===== src/rtl/draw_rect_char_start_pkg.sv =====
// Shared constants and pixel bundles for the start-screen text overlay.
package draw_rect_char_start_pkg;

    localparam int CHAR_W    = 8;
    localparam int CHAR_H    = 16;
    localparam int TEXT_COLS = 16;
    localparam int TEXT_ROWS = 16;
    localparam int RECT_W    = CHAR_W * TEXT_COLS;
    localparam int RECT_H    = CHAR_H * TEXT_ROWS;

    localparam logic [11:0] START_FONT_COLOR = 12'hf_f_f;

    typedef struct packed {
        logic [10:0] hcount;
        logic [10:0] vcount;
        logic        hsync;
        logic        vsync;
        logic        hblnk;
        logic        vblnk;
        logic [11:0] rgb;
    } vga_t;

    // Everything that must ride alongside the font ROM lookup.
    typedef struct packed {
        vga_t       vga;
        logic       in_rect;
        logic [2:0] bx;
    } pix_t;

endpackage


===== src/rtl/draw_rect_char_start_delay.sv =====
// Generic register delay line, cleared by synchronous reset.
module draw_rect_char_start_delay #(
    parameter int WIDTH   = 8,
    parameter int CLK_DEL = 1
) (
    input  logic             clk,
    input  logic             rst,
    input  logic [WIDTH-1:0] din,
    output logic [WIDTH-1:0] dout
);

    logic [CLK_DEL-1:0][WIDTH-1:0] pipe;

    always_ff @(posedge clk) begin
        if (rst) begin
            pipe <= '0;
        end else begin
            pipe[0] <= din;
            for (int i = 1; i < CLK_DEL; i++)
                pipe[i] <= pipe[i-1];
        end
    end

    assign dout = pipe[CLK_DEL-1];

endmodule


===== src/rtl/draw_rect_char_start.sv =====
// Start-screen text overlay: cell address out on stage 1, glyph row back on
// stage 2, composited pixel registered on stage 3.
module draw_rect_char_start
    import draw_rect_char_start_pkg::*;
#(
    parameter logic [10:0] X_POS      = 11'd256,
    parameter logic [10:0] Y_POS      = 11'd160,
    parameter logic [11:0] FONT_COLOR = START_FONT_COLOR
) (
    input  logic        clk,
    input  logic        rst,
    input  logic [10:0] hcount_in,
    input  logic [10:0] vcount_in,
    input  logic        hsync_in,
    input  logic        vsync_in,
    input  logic        hblnk_in,
    input  logic        vblnk_in,
    input  logic [11:0] rgb_in,
    input  logic [7:0]  char_pixels,
    output logic [7:0]  char_xy,
    output logic [3:0]  char_line,
    output logic [10:0] hcount_out,
    output logic [10:0] vcount_out,
    output logic        hsync_out,
    output logic        vsync_out,
    output logic        hblnk_out,
    output logic        vblnk_out,
    output logic [11:0] rgb_out
);

    logic [6:0] rel_x;
    logic [7:0] rel_y;
    logic       in_rect;
    pix_t       s0, s2;
    logic       paint;

    assign rel_x = 7'(hcount_in - X_POS);
    assign rel_y = 8'(vcount_in - Y_POS);

    // 12-bit compares so X_POS+RECT_W / Y_POS+RECT_H never wrap.
    assign in_rect = ({1'b0, hcount_in} >= {1'b0, X_POS}) &&
                     ({1'b0, hcount_in} <  {1'b0, X_POS} + 12'(RECT_W)) &&
                     ({1'b0, vcount_in} >= {1'b0, Y_POS}) &&
                     ({1'b0, vcount_in} <  {1'b0, Y_POS} + 12'(RECT_H));

    always_ff @(posedge clk) begin
        if (rst || !in_rect) begin
            char_xy   <= '0;
            char_line <= '0;
        end else begin
            char_xy   <= {rel_y[7:4], rel_x[6:3]};
            char_line <= rel_y[3:0];
        end
    end

    always_comb begin
        s0            = '0;
        s0.vga.hcount = hcount_in;
        s0.vga.vcount = vcount_in;
        s0.vga.hsync  = hsync_in;
        s0.vga.vsync  = vsync_in;
        s0.vga.hblnk  = hblnk_in;
        s0.vga.vblnk  = vblnk_in;
        s0.vga.rgb    = rgb_in;
        s0.in_rect    = in_rect;
        s0.bx         = rel_x[2:0];
    end

    // Two stages: one for the table/ROM address, one for the ROM read.
    draw_rect_char_start_delay #(
        .WIDTH   ($bits(pix_t)),
        .CLK_DEL (2)
    ) u_delay (
        .clk  (clk),
        .rst  (rst),
        .din  (s0),
        .dout (s2)
    );

    assign paint = s2.in_rect && !s2.vga.hblnk && !s2.vga.vblnk &&
                   char_pixels[3'd7 - s2.bx];

    always_ff @(posedge clk) begin
        if (rst) begin
            hcount_out <= '0;
            vcount_out <= '0;
            hsync_out  <= 1'b0;
            vsync_out  <= 1'b0;
            hblnk_out  <= 1'b0;
            vblnk_out  <= 1'b0;
            rgb_out    <= '0;
        end else begin
            hcount_out <= s2.vga.hcount;
            vcount_out <= s2.vga.vcount;
            hsync_out  <= s2.vga.hsync;
            vsync_out  <= s2.vga.vsync;
            hblnk_out  <= s2.vga.hblnk;
            vblnk_out  <= s2.vga.vblnk;
            rgb_out    <= paint ? FONT_COLOR : s2.vga.rgb;
        end
    end

endmodule


===== config.mk =====
export PLATFORM = sky130hd
export DESIGN_NAME = draw_rect_char_start
export DESIGN_NICKNAME = d
export VERILOG_FILES = /design/src/rtl/draw_rect_char_start_pkg.sv /design/src/rtl/draw_rect_char_start_delay.sv /design/src/rtl/draw_rect_char_start.sv
export SDC_FILE = /design/constraint.sdc
export NUM_CORES = 1
export LEC_CHECK = 0
export ABC_AREA = 0
export CORE_AREA = 2 2 114 116
export DETAILED_ROUTE_END_ITERATION = 16
export DIE_AREA = 0 0 116 118
export GPL_TIMING_DRIVEN = 0
export PLACE_DENSITY = 0.64
export SYNTH_ARGS = -nofsm -noshare
export SYNTH_HDL_FRONTEND = slang
export SYNTH_SLANG_ARGS = --single-unit

===== constraint.sdc =====
create_clock -name clk -period 2.7 [get_ports clk]
set_clock_uncertainty 0.05 [all_clocks]
set_input_delay 0.405 -clock clk [delete_from_list [all_inputs] [get_ports clk]]
set_output_delay 0.405 -clock clk [all_outputs]
set_load 0.01 [all_outputs]

==> results.json <==
{
  "cts_num_sinks": 128,
  "dieArea_um2": 13700,
  "reg2reg_slack_ns": 0.92,
  "postRouteWirelength_um": 7370,
  "yosys-top-cells-area": "dfxtp_1 (70%), nor2b_1 (17%), o22ai_1 (2.0%)",
  "ioPinCount": 98,
  "first_global_vias": 2349,
  "grt-ovfl-total": 0,
  "clock_path_buffers": 2,
  "detail_route.wl_per_cell_um": 12.3,
  "clock_latency_ns": 0.42,
  "grt_antenna_before_repair": 0,
  "placement.cell_area_um2": 4840,
  "postCtsResizedCells": 0,
  "max-vdd-ir-drop_mv": 0.302,
  "groute.layer.met3.usage_pct": 5.41,
  "n_antenna_cell": 0,
  "grt.met2_usage_pct": 18.9,
  "drt_iter0_markers": 52,
  "multi_input_gate_area_um2": 967,
  "core_area_um2": 12400,
  "ys_warn_count": 0,
  "post-route-min-period_ns": 1.98,
  "status": "complete, no violations",
  "final-max-slew-violation-count": 0,
  "hold_violations": 0,
  "layout.cells.most_common_list": "dfxtp_1 (128), nor2b_1 (101), clkdlybuf4s50_1 (96)",
  "rows": 41,
  "synth_fp_nets": 350,
  "endpoint_kind": "flop",
  "via_count": 2303,
  "quantity_of_i_o_buffers_inserted_on_ports": 96,
  "max_slew.worst_pin.slew_ns": 0.564,
  "critPathLaunchType": "input pin",
  "cts_h_tree_lvls": 4,
  "synth_area_leader_cell": "dfxtp_1",
  "rsz_0062_raised_after_global_routing": "no",
  "die_height_um": 118,
  "cts_made_buffers": 17,
  "mappedNetlistArea_um2": 3670,
  "regArea_um2": 2560,
  "max_cap_viol_count": 0,
  "worst_setup_hold_path_clk_slew_ns": 0.06,
  "route.detailed.vias_per_inst": 3.83,
  "totalNegativeSetupSlack_ns": 0,
  "grt.met1_usage_pct": 12.6,
  "power.internal_w": 0.00379,
  "final.fill_count": 1193,
  "postLayoutCoreUtil_pct": 44.4,
  "initial_utilization_pct": 29.5,
  "timing.hold.worst.class": "flop to flop",
  "final_net_count": 465,
  "setup_viol": 0,
  "finalInstanceArea_um2": 5510,
  "maximum_number_of_pins_on_one_net_before_global_route_repair": 17,
  "grt.total_usage_pct": 11.6,
  "power.density_nw_per_um2": 858,
  "area_delta_synth_final_pct": 50.2,
  "synth_sequential_area_ratio_pct": 69.9,
  "die_x_um": 116,
  "comb_power_share_pct": 4.9,
  "cts.repair_timing.setup_buffer_count": 0,
  "period_utilization_pct": 73.5,
  "clkPwrFrac_pct": 53.3,
  "post_route_cells_drive_above_1_share_pct": 8.86,
  "critical_path_required_ns": 2.92,
  "mean_instance_size_in_the_synthesized_netlist_um2": 12.2,
  "global_route.peak_usage_layer": "met2",
  "p_sw_w": 0.000937,
  "power.switching_fraction_pct": 19.8,
  "tritoncts": "done",
  "p_leak_nw": 2.09,
  "synth_top_area_share_pct": 69.9,
  "worstPathMaxFanout": 10,
  "cts_root_buf": "clkbuf_16",
  "timing.setup.critical_path_class": "input pin to flop",
  "post_synthesis_instance_total": 301,
  "detailedPlacementHpwl_um": 5320,
  "number_of_nets_still_failing_antenna_checks_after_routing": 0,
  "leading_cell_type_in_the_layout_fill_and_taps_excluded": "dfxtp_1",
  "route.detailed.drc": 0,
  "post_synth_num_cell_types": 21,
  "drt_pre_antenna_iters": 4,
  "synth.ff_latch_count": 128,
  "critical_path_arrival_ns": 2.21,
  "maxClockFrequency_ghz": 0.504,
  "place_congestion": 0.702,
  "share_seq_of_total_power_pct": 41.8,
  "grt_first_pass_wirelength_um": 11600,
  "postCtsHoldBufs": 0,
  "slew-limit-headroom_pct": 62.4
}
synthesized netlist by cell type:
cell	count
a221oi_2	1
nor2b_1	101
nand3b_1	1
inv_1	15
buf_2	1
nand4_1	1
or4b_4	1
buf_1	1
mux2i_4	1
nor4_1	1
mux4_1	2
xor2_1	1
and4bb_2	1
buf_6	2
clkbuf_1	13
dfxtp_1	128
nor3_1	4
o22ai_1	12
ha_1	1
nor2_1	4
nor3b_1	9
final timing paths:
kind | endpoint | from | cells past startpoint
setup reg to reg | rgb_out[9] | u_delay.dout[33] | 4
hold / removal | u_delay.dout[5] | u_delay.pipe[5] | 1
setup / recovery | char_xy[7] | vcount_in[5] | 7
hold reg to reg | u_delay.dout[5] | u_delay.pipe[5] | 1
critical path, cell delays in order:
cell	delay, ns
clkdlybuf4s50_1	0.54
inv_1	0.08
ha_1	0.23
nand3b_1	0.17
nand4_1	0.20
clkbuf_1	0.48
nor3_1	0.10
area by class of cell:
class / count / share of cell area, %
multi-input combinational: 141 / 17.6
buffer: 17 / 1.45
tap: 172 / 3.91
inverter: 15 / 1.02
sequential: 128 / 46.5
clock inverter: 12 / 3.77
clock buffer: 20 / 8.29
timing repair buffer: 96 / 17.5
sequential cells by signal, indices dropped and copies added, names as in the netlist:
name and flops:
hsync_out 1, vcount_out 11, char_line 4, hcount_out 11, vsync_out 1, char_xy 8, rgb_out 12, u_delay.dout 39
vblnk_out 1, hblnk_out 1, u_delay.pipe 39
stage by stage:
step                      setup slack [ns]  hold slack [ns]  total power, W  cells
after CTS                            0.679            0.382         0.00479    601
final                                0.717            0.381         0.00473    601
after global routing                 0.641            0.397         0.00490    601
after global placement               0.263            0.368         0.00225    569
after floorplan                       1.21            0.364         0.00212    301
after detailed placement             0.257            0.370         0.00225    569
power by group through the flow:
| stage | combinational [W] | clock (W) | sequential, W |
|---|---|---|---|
| 3_5_place_dp | 0.000237 | 0 | 0.00201 |
| 4_1_cts | 0.000238 | 0.00257 | 0.00197 |
| 3_3_place_gp | 0.000233 | 0 | 0.00201 |
| 5_1_grt | 0.000256 | 0.00267 | 0.00198 |
| 2_1_floorplan | 0.0000979 | 0 | 0.00202 |
| 6_report | 0.000233 | 0.00252 | 0.00197 |
routing by layer:
metal / part of all wire [%] / wire length [um] / up-vias
met1: 42 / 3110 / 1032
met3: 6.8 / 504 / 14
met2: 49 / 3610 / 78
li1: - / - / 1179
met4: 2.1 / 152 / 0
met5: 0 / 0 / -
cells by family (layout without fill, tap and decap cells):
group,count (synthesis),in the layout,share of synthesized area [%]
AO/OA/AOI/OAI,13,13,2.46
XOR/XNOR,1,1,0.239
adder cells (fa/ha/maj),1,1,0.341
buffers and inverters,32,160,3.72
flip-flops,128,128,69.9
multiplexers,3,3,2.05
AND/OR/NAND/NOR,123,123,21.3
Power figures use the tool's default switching activity.
